**config.mk**
```make
export PLATFORM = sky130hd
export DESIGN_NAME = sram_mem_controller
export DESIGN_NICKNAME = d
export VERILOG_FILES = /design/src/rtl/sram_mem_controller_pkg.sv /design/src/rtl/sram_mem_controller.sv
export SDC_FILE = /design/constraint.sdc
export NUM_CORES = 1
export LEC_CHECK = 0
export CAP_MARGIN = 20
export CORE_MARGIN = 2
export CORE_UTILIZATION = 41
export DETAILED_ROUTE_END_ITERATION = 12
export MAX_ROUTING_LAYER = met4
export PLACE_DENSITY = 0.8
export SLEW_MARGIN = 20
export SYNTH_ARGS = -nofsm -noshare
export SYNTH_HDL_FRONTEND = slang
export SYNTH_SLANG_ARGS = --single-unit
export TNS_END_PERCENT = 100
```
**constraint.sdc**
```tcl
create_clock -name clk -period 1.75 [get_ports clk]
set_input_delay 0.2625 -clock clk [delete_from_list [all_inputs] [get_ports clk]]
set_output_delay 0.2625 -clock clk [all_outputs]
set_load 0.02 [all_outputs]
```
**src/rtl/sram_mem_controller_pkg.sv**
```systemverilog
// Shared types and default geometry for the SRAM-backed MEM stage.
// Holds the FSM state type and the bus/timing defaults.
package sram_mem_controller_pkg;

  localparam int DATA_W      = 32;
  localparam int SRAM_DW     = 16;
  localparam int SRAM_AW     = 18;
  localparam int BASE_ADDR   = 1024;
  localparam int WAIT_CYCLES = 1;

  typedef enum logic [1:0] {
    S_IDLE,
    S_LO,
    S_HI,
    S_DONE
  } state_e;

endpackage

```
**src/rtl/sram_mem_controller.sv**
```systemverilog
// Splits 32-bit loads/stores into two 16-bit async SRAM accesses.
// Ports: clk, rst (async active-low), rd_en/wr_en/address/write_data
// request in; read_data/ready out; sram_* drive the external SRAM.
module sram_mem_controller
  import sram_mem_controller_pkg::*;
#(
  parameter int DW   = DATA_W,
  parameter int SDW  = SRAM_DW,
  parameter int SAW  = SRAM_AW,
  parameter int BASE = BASE_ADDR,
  parameter int WAIT = WAIT_CYCLES
) (
  input  logic           clk,
  input  logic           rst,
  input  logic           rd_en,
  input  logic           wr_en,
  input  logic [DW-1:0]  address,
  input  logic [DW-1:0]  write_data,
  output logic [DW-1:0]  read_data,
  output logic           ready,
  output logic [SAW-1:0] sram_addr,
  output logic [SDW-1:0] sram_dq_out,
  output logic           sram_dq_oe,
  input  logic [SDW-1:0] sram_dq_in,
  output logic           sram_we_n
);

  localparam int CW = $clog2(WAIT + 1);

  state_e         state_q, state_d;
  logic [CW-1:0]  cnt_q, cnt_d;
  logic           st_q, st_d;
  logic [SAW-2:0] word_q, word_d;
  logic [SDW-1:0] wdhi_q, wdhi_d;
  logic [DW-1:0]  rdata_q, rdata_d;
  logic [SAW-1:0] addr_q, addr_d;
  logic [SDW-1:0] dq_q, dq_d;
  logic           oe_q, oe_d;
  logic           we_n_q, we_n_d;

  logic [SAW-2:0] req_word;
  logic           req;
  logic           last;
  logic           pre_last;

  // Half-word pair index; wraps silently outside the mapped window.
  assign req_word = (SAW-1)'((address - DW'(BASE)) >> 2);
  assign req      = rd_en | wr_en;
  assign last     = (cnt_q == CW'(WAIT));
  // WE rises one cycle early so data/address hold past the strobe.
  assign pre_last = (cnt_q == CW'(WAIT - 1));

  assign read_data   = rdata_q;
  assign sram_addr   = addr_q;
  assign sram_dq_out = dq_q;
  assign sram_dq_oe  = oe_q;
  assign sram_we_n   = we_n_q;

  always_comb begin
    state_d = state_q;
    cnt_d   = cnt_q;
    st_d    = st_q;
    word_d  = word_q;
    wdhi_d  = wdhi_q;
    rdata_d = rdata_q;
    addr_d  = addr_q;
    dq_d    = dq_q;
    oe_d    = oe_q;
    we_n_d  = we_n_q;
    ready   = 1'b0;
    unique case (state_q)
      S_IDLE: begin
        ready = ~req;
        if (req) begin
          state_d = S_LO;
          cnt_d   = '0;
          st_d    = wr_en;
          word_d  = req_word;
          wdhi_d  = write_data[DW-1:SDW];
          addr_d  = {req_word, 1'b0};
          dq_d    = write_data[SDW-1:0];
          oe_d    = wr_en;
          we_n_d  = ~wr_en;
        end
      end
      S_LO: begin
        if (last) begin
          if (!st_q) rdata_d[SDW-1:0] = sram_dq_in;
          state_d = S_HI;
          cnt_d   = '0;
          addr_d  = {word_q, 1'b1};
          dq_d    = wdhi_q;
          we_n_d  = ~st_q;
        end else begin
          cnt_d  = cnt_q + 1'b1;
          we_n_d = we_n_q | pre_last;
        end
      end
      S_HI: begin
        if (last) begin
          if (!st_q) rdata_d[DW-1:SDW] = sram_dq_in;
          state_d = S_DONE;
          cnt_d   = '0;
          oe_d    = 1'b0;
          we_n_d  = 1'b1;
        end else begin
          cnt_d  = cnt_q + 1'b1;
          we_n_d = we_n_q | pre_last;
        end
      end
      S_DONE: begin
        ready   = 1'b1;
        state_d = S_IDLE;
      end
    endcase
  end

  always_ff @(posedge clk or negedge rst) begin
    if (!rst) begin
      state_q <= S_IDLE;
      cnt_q   <= '0;
      st_q    <= 1'b0;
      word_q  <= '0;
      wdhi_q  <= '0;
      rdata_q <= '0;
      addr_q  <= '0;
      dq_q    <= '0;
      oe_q    <= 1'b0;
      we_n_q  <= 1'b1;
    end else begin
      state_q <= state_d;
      cnt_q   <= cnt_d;
      st_q    <= st_d;
      word_q  <= word_d;
      wdhi_q  <= wdhi_d;
      rdata_q <= rdata_d;
      addr_q  <= addr_d;
      dq_q    <= dq_d;
      oe_q    <= oe_d;
      we_n_q  <= we_n_d;
    end
  end

endmodule

```
* Word level (Yosys, flattened, before mapping) *
Index checks and enable logic that the tools add are counted.

word-level totals
  flip-flop bits (word level) = 105
  bits in latches = 0
  RAM bits = 0
  memory bits (read-only) = 0
  input bits = 84
  output and inout port bits = 69
  word-level logic and storage cells = 60
  memories = 0

cells by class
  add/sub/neg operators = 2
  multipliers = 0
  divide/modulo/power cells = 0
  magnitude comparators = 0
  equality and inequality tests = 6
  shift-type cells = 0
  multiplexer cells = 21
  bitwise gates (word level) = 6
  reduce and logical (&&, ||, !) cells = 14

operators by type and width
  kind                    count
  $mux 18                 2
  $pmux 18 s2             1
  $mux 16                 2
  $pmux 16 s2             1
  $sub 19x11->19 const B  1
  $reduce_and 3->1        5
  $pmux 2 s4              1
  $mux 1                  7
  $mux 2                  3
  $ne 2x2->1 const B      3
  $pmux 1 s2              3
  $reduce_and 2->1        3
  $reduce_bool 2->1       3
  $eq 2x2->1 const B      2
  $not 1->1               4
  $pmux 1 s3              1
  $reduce_bool 3->1       1
  $eq 2x1->1 const B      1
  $logic_not 2->1         1
  $or 1x1->1              2
  $reduce_or 2->1         1
  $add 1x1->1 const B     1

* Depth between registers and ports, before layout *
  depth in word-level cells = 4
  gate-level depth with buffers = 9
  gate-level depth less buffers = 6

* Worst setup path before layout *
OpenSTA, ideal clock, no wires.

  path kind = reg-to-reg
  start point = register state_q[0]
  end point = register addr_q[10], in the netlist sram_addr[10]
  setup time = 0.132 ns
  arrival = 1.691 ns
  required time = 1.618 ns
  setup slack = -0.073 ns
  cell stages (with the launch flop) = 10
  path buffers = 3
  clock period less this slack = 1.823 ns
  path through = dfrtp_1 inv_1 ha_1 buf_6 nor3b_4 or3_4 buf_6 buf_6 nand2_1 o21ai_1

on the way
  word-level cells in the longest chain between the ends = 3
  elaborated cells between the ends (all ways) = 7
  those cells by class = 3 x eq/ne; 1 x mux; 3 x reduce/logical

RTL lines
  item                                                       line                        RTL
  from (decl)                                                sram_mem_controller.sv:30   state_e state_q, state_d;
  from (signal assigned)                                     sram_mem_controller.sv:131  state_q <= state_d;
  $eq 2x1->1 or $logic_not 2->1 (tied branches)              sram_mem_controller.sv:71   unique case (state_q)
  $ne 2x2->1 (no line) or $reduce_bool 2->1 (tied branches)  --
  $reduce_and 3->1 (no line)                                 --
  to (signal assigned)                                       sram_mem_controller.sv:137  addr_q <= addr_d;
  to (decl)                                                  sram_mem_controller.sv:36   logic [SAW-1:0] addr_q, addr_d;

Several ways; a longest one is shown, not always the timed one.
A chain may end at the register's enable or synchronous reset.

* Worst setup path after layout *
  start point = register state_q[1]
  end point = register addr_q[5], in the netlist sram_addr[5]

The elaborated chain is that of the path after synthesis.

==> metrics.txt <==
RSZ-0062 raised after global routing=yes; Slowest-stage cell, CP=or3_4; DRC=0; Worst-Margin Slew=between 0.4 and 0.5 ns; Setup WS post-layout=-0.08835 ns; Die X=between 100 and 150 um; Clk pin slew, worst setup/hold paths=around 0.10 ns; Placed Instances=about 670; num ports=about 150; WL/cell=roughly 16 um; drt pass-1 iters=4; #FFs+latches synth=approximately 110; critical path class=reg -> reg; most frequent cells in the layout=134 x clkdlybuf4s50_1, 104 x dfrtp_1, 56 x mux2_2, 33 x nand2_1, 27 x buf_4; Setup crit end kind=flip-flop; Tcrit/Tclk final=105.0%; Starting Density=41.92%; core area=10840 um^2; Critical Path RT=approximately 2 ns; Gate Count Post-Synth=between 300 and 400; VDD IR max=~0.91 mV; Yosys top cell area share=57.27%; Final Hold Violating Endpoints=0; via count=between 3000 and 4000; CP startpoint=state_q[1]$_DFFE_PN0P_; fin cells=700; Clock Latency Late Sink=0.36 ns; HPWL after detailed placement=between 7000 and 8000 um; WHS=0.3941 ns; synthesis warning total=0; vias per inst=5.051; post-route minimum period=roughly 1.8 ns; Total Neg Setup Slack=-1.296 ns; Max Clock Freq=roughly 540 MHz; Pleak=roughly 3.0 nW; Netlist cell types=32; number of max-cap violations=0; Hold WC Path Type=in -> async; Clock Sinks=between 100 and 150; Die Ht=approximately 110 um; synth top area cells=dfrtp_1 57%, mux2_2 14%, mux2i_1 5.5%; vias in the first global route=3517; crit-path leading delay family=simple AND/OR/NAND/NOR gates; final count of negative-setup-slack endpoints=24; Max Buffers Root-to-Sink=2; syn_area_per_cell=about 12 um^2; register area share after synthesis=slightly below 60%; Tot GR Track Use=between 10% and 20%; Pwr Total=roughly 0.015 W; Layout Nets=about 650; register area=around 2600 um^2; worst path arrival time=~2.1 ns; violated checks=setup timing; worst-path fanout max=7; Mapped Nets=~470; Routability Congestion=between 0.8 and 0.9; total CTS buffers=9; synthesized area=about 4500 um^2; initial antenna violation count=0; post-place setup slack=-0.2566 ns; crit-path cells=inv_2, buf_6, ha_4, nor2b_4, or3_4, buf_12, buf_16, nand2_4, o21ai_2; clk_skew=between 0.015 and 0.02 ns; slew margin rel.=a little over two thirds; Rows=38; Startpoint Class=flip-flop; DRT iter0 DRCs=166; I/O Buffers=about 140; area of the multi-input gates=roughly 2000 um^2; Congestion Overflow GR=0; TritonCTS clock tree=built; # diodes=0; status=finished, violations left; share of layout cells above drive strength 1=31.61%; Root Driver=clkbuf_8; Buf/Inv on CP=4; Detail Route Antenna Nets=0; pins over their slew limit=0; filler cell count=between 800 and 900; post-synth top area cell=dfrtp_1; pwr/cell area=2075 nW/um^2; full die area=11940 um^2; Post-Route WL=11380 um; synthesis-to-layout area growth=56.00%; reg2reg start=state_q[1]$_DFFE_PN0P_; max incr delay on CP=about 0.48 ns; H-tree depth=3; most common cell after layout, fill and taps aside=clkdlybuf4s50_1; first-pass GRT wire length=roughly 17000 um; pin count of the biggest net entering global routing=between 40 and 50
## through the flow
stage               area (um^2)  utilization, %
floorplan                  4547               -
global placement           6319           58.29
detailed placement         6319           58.29
CTS                        6788           62.62
global route               7089           65.40
finish                     7089           65.40
## final cells by class
cell class	instances	area share, %
Sequential cell	105	37.08
Timing Repair Buffer	187	28.61
Multi-Input combinational cell	247	28.59
Tap cell	140	2.471
Clock buffer	10	1.941
Clock inverter	6	1.041
Inverter	5	0.2647
## what timing repair did
action                                  4_1_cts  5_1_grt
endpoints found under the setup margin       30       49
resized for setup                            32       53
hold buffers                                  1        0
pin swaps                                    10       21
setup buffers                                 8        3
endpoints found under the hold margin        33        0
cloned                                        3        4
## final timing paths
path / end / slack (ns) / depth (start not counted)
setup / recovery: sram_addr[5]$_DFFE_PN0P_ / -0.09 / 9
hold / removal: read_data[17]$_DFFE_PN0P_ / 0.39 / 2
setup reg to reg: sram_addr[5]$_DFFE_PN0P_ / -0.09 / 9
hold reg to reg: sram_addr[4]$_DFFE_PN0P_ / 0.48 / 2
max in group asynchronous: sram_we_n$_DFFE_PN1P_ / 0.76 / 3
min in group clk: sram_addr[4]$_DFFE_PN0P_ / 0.48 / 2
## metal layers
layer | up-vias | GRT usage, % | share of wire (%)
met1 | 1735 | 23.33 | 44
met2 | 123 | 32.21 | 49
li1 | 1670 | - | -
met5 | - | - | 0
met3 | 8 | 4.065 | 5.8
met4 | 0 | 6.148 | 0.93
## Yosys cell counts
| cell type | number |
|---|---|
| nor3b_1 | 2 |
| or3_4 | 1 |
| a31oi_1 | 4 |
| buf_6 | 4 |
| o21ai_0 | 21 |
| dfstp_2 | 1 |
| mux2i_1 | 25 |
| a21oi_1 | 10 |
| nand2b_1 | 3 |
| a22o_1 | 2 |
| clkbuf_1 | 5 |
| o221ai_1 | 2 |
| mux2_2 | 57 |
| xor2_1 | 4 |
| nand3_1 | 5 |
| buf_1 | 2 |
| nor3b_4 | 1 |
| nand2_1 | 46 |
| o211ai_1 | 2 |
| ha_1 | 6 |
| buf_2 | 8 |
| nand3b_1 | 3 |
| nor3_2 | 1 |
| o21bai_1 | 1 |
| nor2b_1 | 5 |
| inv_1 | 5 |
| dfrtp_1 | 104 |
| nor4_1 | 1 |
| nor3_1 | 2 |
| o21ai_1 | 22 |
| xnor2_1 | 3 |
| nor2_1 | 18 |
## flip-flops by register name, summed over array words and instances, names as in the netlist
name         cells
read_data       32
sram_dq_out     16
state_q          2
sram_dq_oe       1
word_q          17
cnt_q            1
sram_addr       18
sram_we_n        1
wdhi_q          16
st_q             1
## logic make-up (layout without fill, tap and decap cells)
family	after synthesis	after routing	synth area share, %
DFF	105	105	57.85
and+or+nand+nor	88	88	9.003
buffers and inverters	24	208	2.864
adders and majority gates	6	6	1.652
muxes	82	82	19.63
xor gates and xnor gates	7	7	1.349
AOI/OAI and AO/OA	64	64	7.654
## report_power, final
part           internal [W]  total (W)  switching, W  leakage [nW]
clock network      0.000719    0.00158      0.000862         0.101
registers           0.00370    0.00442      0.000722          1.25
logic               0.00465    0.00871       0.00406          1.67
total               0.00907     0.0147       0.00564          3.02
Power figures use the tool's default switching activity.
